## src/rtl/instr_mem_loadable_pkg.sv

```systemverilog
// instr_mem_loadable_pkg: shared state encoding and core-wide defaults for the instruction memory.
package instr_mem_loadable_pkg;
  typedef enum logic [1:0] {CLEAR, RUN, LOAD} state_t;
  localparam int DATA_W_DEF = 16;
  localparam int PC_W_DEF = 16;
  localparam logic [15:0] NOP = 16'h0000;
endpackage

```

## src/rtl/instr_mem_loadable_ram.sv

```systemverilog
// instr_mem_loadable_ram: DEPTH x DATA_W array, one muxed write port (clear/loader), one registered read port.
module instr_mem_loadable_ram #(
  parameter int DATA_W = 16,
  parameter int DEPTH = 16,
  parameter logic [DATA_W-1:0] FILL = '0,
  localparam int AW = $clog2(DEPTH)
) (
  input  logic              clk,
  input  logic              reset,
  input  logic              clear,
  input  logic [AW-1:0]     clr_ptr,
  input  logic              ld_we,
  input  logic [AW-1:0]     ld_addr,
  input  logic [DATA_W-1:0] ld_data,
  input  logic              re,
  input  logic              rfill,
  input  logic [AW-1:0]     raddr,
  output logic [DATA_W-1:0] rdata
);
  logic [DATA_W-1:0] mem [DEPTH];
  logic              we;
  logic [AW-1:0]     waddr;
  logic [DATA_W-1:0] wdata;
  always_comb begin
    we = clear || ld_we;
    waddr = clear ? clr_ptr : ld_addr;
    wdata = clear ? FILL : ld_data;
  end
  always_ff @(posedge clk)
    if (we) mem[waddr] <= wdata;
  // A faulting fetch still loads the read register so that instr holds FILL afterwards.
  always_ff @(posedge clk or posedge reset)
    if (reset) rdata <= FILL;
    else if (re) rdata <= rfill ? FILL : mem[raddr];
endmodule

```

## src/rtl/instr_mem_loadable.sv

```systemverilog
// instr_mem_loadable: loadable instruction memory with post-reset clear, registered fetch port and bootloader port.
module instr_mem_loadable
  import instr_mem_loadable_pkg::*;
#(
  parameter int DATA_W = DATA_W_DEF,
  parameter int PC_W = PC_W_DEF,
  parameter int DEPTH = 16,
  parameter logic [DATA_W-1:0] FILL = DATA_W'(NOP),
  localparam int AW = $clog2(DEPTH)
) (
  input  logic              clk,
  input  logic              reset,
  input  logic              fetch_req,
  input  logic [PC_W-1:0]   pc,
  output logic              fetch_ready,
  output logic [DATA_W-1:0] instr,
  output logic              instr_valid,
  output logic              fault,
  input  logic              load_en,
  input  logic              load_valid,
  input  logic [AW:0]       load_addr,
  input  logic [DATA_W-1:0] load_data,
  output logic              load_ready,
  output logic              load_err,
  output logic              busy
);
  state_t        state;
  logic [AW-1:0] ptr;
  logic          accept, bad, beat, ld_we;
  always_comb begin
    fetch_ready = state == RUN && !load_en;
    load_ready = state == LOAD;
    busy = state != RUN;
    accept = fetch_req && fetch_ready;
    // Every pc bit above the word index takes part, so large pcs never alias.
    bad = pc[0] || |pc[PC_W-1:AW+1];
    beat = load_ready && load_en && load_valid;
    ld_we = beat && !load_addr[AW];
  end
  always_ff @(posedge clk or posedge reset)
    if (reset) begin
      state <= CLEAR;
      ptr <= '0;
      instr_valid <= 1'b0;
      fault <= 1'b0;
      load_err <= 1'b0;
    end else begin
      instr_valid <= accept;
      fault <= accept && bad;
      if (state == CLEAR) begin
        ptr <= ptr + 1'b1;
        if (ptr == AW'(DEPTH - 1)) state <= RUN;
      end
      if (state == RUN && load_en) begin
        state <= LOAD;
        load_err <= 1'b0;
      end
      if (state == LOAD && !load_en) state <= RUN;
      if (beat && load_addr[AW]) load_err <= 1'b1;
    end
  instr_mem_loadable_ram #(.DATA_W(DATA_W), .DEPTH(DEPTH), .FILL(FILL)) u_ram (
    .clk(clk),
    .reset(reset),
    .clear(state == CLEAR),
    .clr_ptr(ptr),
    .ld_we(ld_we),
    .ld_addr(load_addr[AW-1:0]),
    .ld_data(load_data),
    .re(accept),
    .rfill(bad),
    .raddr(pc[AW:1]),
    .rdata(instr)
  );
endmodule

```

## config.mk

```make
export PLATFORM = sky130hd
export DESIGN_NAME = instr_mem_loadable
export DESIGN_NICKNAME = d
export VERILOG_FILES = /design/src/rtl/instr_mem_loadable_pkg.sv /design/src/rtl/instr_mem_loadable_ram.sv /design/src/rtl/instr_mem_loadable.sv
export SDC_FILE = /design/constraint.sdc
export NUM_CORES = 1
export LEC_CHECK = 0
export BUFFER_PORTS_ARGS = -buffer_cell sky130_fd_sc_hd__buf_2
export CELL_PAD_IN_SITES_DETAIL_PLACEMENT = 0
export CELL_PAD_IN_SITES_GLOBAL_PLACEMENT = 1
export CORE_MARGIN = 5
export CORE_UTILIZATION = 46
export DETAILED_ROUTE_END_ITERATION = 6
export PLACE_DENSITY_LB_ADDON = 0.25
export SYNTH_ARGS = -nofsm -noshare
export SYNTH_HDL_FRONTEND = slang
export SYNTH_SLANG_ARGS = --single-unit
```

## constraint.sdc

```tcl
create_clock -name clk -period 2.58 [get_ports clk]
set_clock_uncertainty 0.2 [all_clocks]
set_input_delay 0.516 -clock clk [delete_from_list [all_inputs] [get_ports clk]]
set_output_delay 0.516 -clock clk [all_outputs]
set_load 0.01 [all_outputs]
```

* Word-level counts from Yosys, hierarchy flattened
Memory sizes are Yosys's and may differ from the RTL's.
Index checks and enable logic that the tools add are counted.
** Storage, ports and cells
- Memories kept :: 1
- RAM bits :: 256
- Bits in registers :: 25
** Cells by class
- Equal/unequal tests :: 4
- Muxes and demuxes :: 11
- Add/subtract/negate cells :: 1
- Reductions and logical operators :: 19
** Memory list
- u_ram.mem :: words 16, bits a word 16, read ports 1, clocked after memory_dff 0, wr ports 1, RTL line instr_mem_loadable_ram.sv:20 : logic [DATA_W-1:0] mem [DEPTH];
** Operator list (count)
- $mux 16 :: 2
- $reduce_or 11->1 :: 1
- $logic_and 1x1->1 :: 9
- $mux 2 :: 4
- $reduce_bool 3->1 :: 2
- $add 4x1->4 const B :: 1
- $eq 4x4->1 const B :: 1
- $mux 1 :: 4
- $mux 4 :: 1
- $eq 2x1->1 const B :: 1
- $eq 2x2->1 const B :: 1
- $logic_not 1->1 :: 2
- $logic_not 2->1 :: 1
- $logic_or 1x1->1 :: 2
- $ne 2x1->1 const B :: 1
- $reduce_and 2->1 :: 1
- $reduce_bool 2->1 :: 1

* Longest topological paths before layout
- Depth in word-level cells :: 7
- Gate-level depth with buffers :: 9

* Modules after synthesis
Synthesis repeated with hierarchy kept, for this count alone.
** Unflattened totals
- Cell total of the unflattened synthesis :: 682
- Area, all modules :: 11298.3 µm²
** By module, submodules not included
- instr_mem_loadable_ram :: cells an instance 642, times used 1, area each 10862.9 µm², seq. area each 8087.8 µm²
- instr_mem_loadable :: cells an instance 40, times used 1, area each 435.4 µm², seq. area each 225.2 µm²

* Worst setup path after synthesis
Ideal clock, no wire load.
- Kind :: register to register
- Start point :: reg state[0]
- End point :: mem u_ram.mem[7][0], enable pin
- Library setup time :: 388 ps
- Required time :: 1992 ps
- Buffers on the path :: 2
- Path slack :: -8 ps
- Cell stages (with the launch flop) :: 7
- Arrival :: 1999 ps
- Cells stage by stage :: dfrtp_1 -> buf_2 -> or2_2 -> clkbuf_1 -> nor3_1 -> a31oi_1 -> nor2_1
** Between the ends
- Longest elaborated chain between the ends :: 7
** RTL lines
- start: declaration :: RTL line instr_mem_loadable.sv:27 : state_t state;
- start signal: assignment :: RTL line instr_mem_loadable.sv:42 : state <= CLEAR;
- start signal: assignment :: RTL line instr_mem_loadable.sv:52 : if (ptr == AW'(DEPTH - 1)) state <= RUN;
- start signal: assignment :: RTL line instr_mem_loadable.sv:55 : state <= LOAD;
- $eq 2x2->1 :: RTL line instr_mem_loadable.sv:32 : load_ready = state == LOAD;
- $logic_and 1x1->1 (2 in a row) :: RTL line instr_mem_loadable.sv:37 : beat = load_ready && load_en && load_valid;
- $logic_and 1x1->1 :: RTL line instr_mem_loadable.sv:38 : ld_we = beat && !load_addr[AW];
- $logic_or 1x1->1 :: RTL line instr_mem_loadable_ram.sv:25 : we = clear || ld_we;
- $mux 1 :: RTL line instr_mem_loadable_ram.sv:30 : if (we) mem[waddr] <= wdata;
- $mux 1 (implied by the code) :: RTL line instr_mem_loadable_ram.sv:30
- end: declaration :: RTL line instr_mem_loadable_ram.sv:20
Parallel ways exist; a longest one is shown, timed or not.

* Worst setup path after layout
- Start point :: reg state[0]
- End point :: mem u_ram.mem[2][6], enable pin
The elaborated chain is that of the path after synthesis.

==> out/summary.txt <==
R2R Setup Slk -> 0.20 ns
Non-filler cells, final -> 988
Maximum VDD drop -> 0.000639 V
Highest Clock Rate -> 421 MHz
Syn Area/Cell -> 20.3 µm²
Die Span Y -> 165 µm
Ranking of synthesized cells by area -> edfxtp_1 69%, mux4_2 13%, dfrtp_1 5.6%
Reg-to-reg startpoint -> state[0]
DRT iter0 DRCs -> 464
Final setup viols -> 0
Design area -> 13000 µm²
Critical Path Source Type -> register
Worst min path class -> input port to register
Total CTS buffers -> 28
Root Buffer -> clkbuf_16
Antenna violations before repair -> 0
Commonest non-fill, non-tap cells in the layout -> 256 x edfxtp_1, 64 x mux4_2, 62 x buf_2
Slew Viols, Final -> 0
Final period utilization -> 0.921
Vias post-DR -> 5507
FF-to-FF path depth -> 6
Leak -> 0.00451 µW
Relative slew margins -> 0.361
Seq cells post-synth -> 281
Drt pass-1 iters -> 5
Worst EP required -> 2.66 ns
Sink Count -> 281
Min-delay src -> pc[9]
Final WL -> 24900 µm
Worst path arrival time -> 2.45 ns
CP max FO -> 11
Layout Nets -> 690
Routed len/inst -> 25.2 µm
Die W -> 165 µm
RSZ-0062 raised after global routing -> false
Post-Syn Area -> 11100 µm²
Yosys top cell area share -> 0.692
Hold WS -> 0.0917 ns
CTS Buffer Depth -> 3
Rows -> 56
Dpl cells -> 935
Total Power -> 11000 µW
Unique masters post-synth -> 34
Starting Density -> 0.470
Worst-Margin Slew -> 0.958 ns
Commonest non-fill, non-tap cell in the layout -> edfxtp_1
Post-DP HPWL -> 15600 µm
Vias/cell -> 5.57
Synth area leader -> edfxtp_1
GP Congestion -> 0.794
DR DRC count -> 0
Mapped Nets -> 590
Core area -> 23600 µm²
Fill cells -> 1817
Max_cap viols -> 0
Worst-Skew Late Latency -> 0.53 ns
Reg clk slew, reported paths -> 0.07 ns
Htree depth -> 1
Vias in the first global route -> 5810
Area delta synth->final -> 17.4%
Hold path depth -> 3
Layout cells sized above 1 -> 0.344
Outcome -> finished clean
FF-to-FF End -> u_ram.mem[2][6]
First-pass GRT wire length -> 37400 µm
Area after DPL -> 12100 µm²
Hold Path Sink -> fault
Buffers on Ports -> 63
Global Route Usage Sum -> 0.188
CP Class -> register to register
Overflow left after global routing -> 0
Critical Path End Type -> register
Postcts setup bufs -> 0
Yosys warns -> 0
Ant diodes -> 0
Fin crit period -> 2.38 ns
Sequential share of the synthesized area -> 0.749
Post-route ant nets -> 0
Largest net degree at the start of global routing -> 37
Die area -> 27400 µm²
CTS tree -> done
Io pins -> 64
Final hold violations -> 0
PwrDens -> 843 nW/µm²
Post-Syn Instances -> 547
[area by class of cell]
type / instances / area [µm²] / area share
Sequential cell: 281 / 8310 / 0.638
Multi-Input combinational cell: 230 / 2600 / 0.200
Clock buffer: 34 / 764 / 0.0586
Timing Repair Buffer: 100 / 736 / 0.0564
Tap cell: 319 / 399 / 0.0306
Clock inverter: 18 / 195 / 0.0150
Inverter: 6 / 27.5 / 0.00211
[worst max-delay path by stage]
stage	start	endpoint	cells past startpoint
after detailed placement	state[0]	u_ram.mem[9][8]	5
after global routing	state[0]	u_ram.mem[9][13]	5
final	state[0]	u_ram.mem[2][6]	6
after global placement	load_addr[4]	u_ram.mem[5][8]	6
after floorplan	state[0]	u_ram.mem[7][0]	6
after CTS	state[0]	u_ram.mem[9][2]	5
[sequential cells by signal (all words and copies together) (netlist names)]
name,cells
state,2
ptr,4
u_ram.rdata,16
fault,1
u_ram.mem,256
load_err,1
instr_valid,1
[per-stage QoR]
step           setup WS [ns]  setup TNS (ns)   util
3_5_place_dp           0.144               0  0.511
6_report               0.204               0  0.552
2_1_floorplan       -0.00762          -0.371      -
5_1_grt              0.00127               0  0.552
3_3_place_gp           0.155               0  0.511
4_1_cts                0.133               0  0.552
[Yosys cell counts, drive strengths merged]
cell type  number
edfxtp        256
a31oi           5
mux4           64
nand2          24
nor2           18
a21oi           1
o31a           16
xnor2           3
nand4           1
nor4            3
and2           16
buf            23
dfrtp          25
clkbuf          7
o21ai          26
nor2b           1
or2             2
nand4bb         1
nor3            5
ha              1
nand2b          1
inv             6
nand3b          1
nor3b           6
mux2i          32
and3            3
[where the power goes]
part	total [µW]	leakage [µW]	switching (µW)	internal (µW)
Combinational	1250	0.00138	838	409
Sequential	5590	0.00265	118	5470
Clock	4160	0.000479	1650	2510
[what timing repair did]
item | 4_1_cts | 5_1_grt
setup endpoints to repair | 0 | 64
hold endpoints to repair | 25 | 0
hold buffers | 1 | 0
gates resized for setup | 0 | 2
[critical path, cell delays in order, from the launching register on]
cell and delay, ns:
dfrtp_1 0.48, nor2_1 0.31, buf_4 0.23, nor3b_1 0.06, a31oi_1 0.52, nor2_2 0.11
buf_4 0.22
[layer usage]
metal / wire length, µm / vias to the layer above / GRT usage
met4: 692 / 0 / 0.0461
li1: - / 2427 / -
met2: 12500 / 145 / 0.319
met5: 0 / - / 0
met3: 1040 / 47 / 0.0221
met1: 10700 / 2888 / 0.265
[kinds of logic after synthesis]
kind of cell	Yosys count	share of synthesized area
AOI/OAI and AO/OA	48	0.0276
xor gates and xnor gates	3	0.00237
adders and majority gates	1	0.00113
buffers and inverters	36	0.0197
DFF	281	0.749
muxes	96	0.159
and+or+nand+nor	82	0.0420
Power figures use the tool's default switching activity.
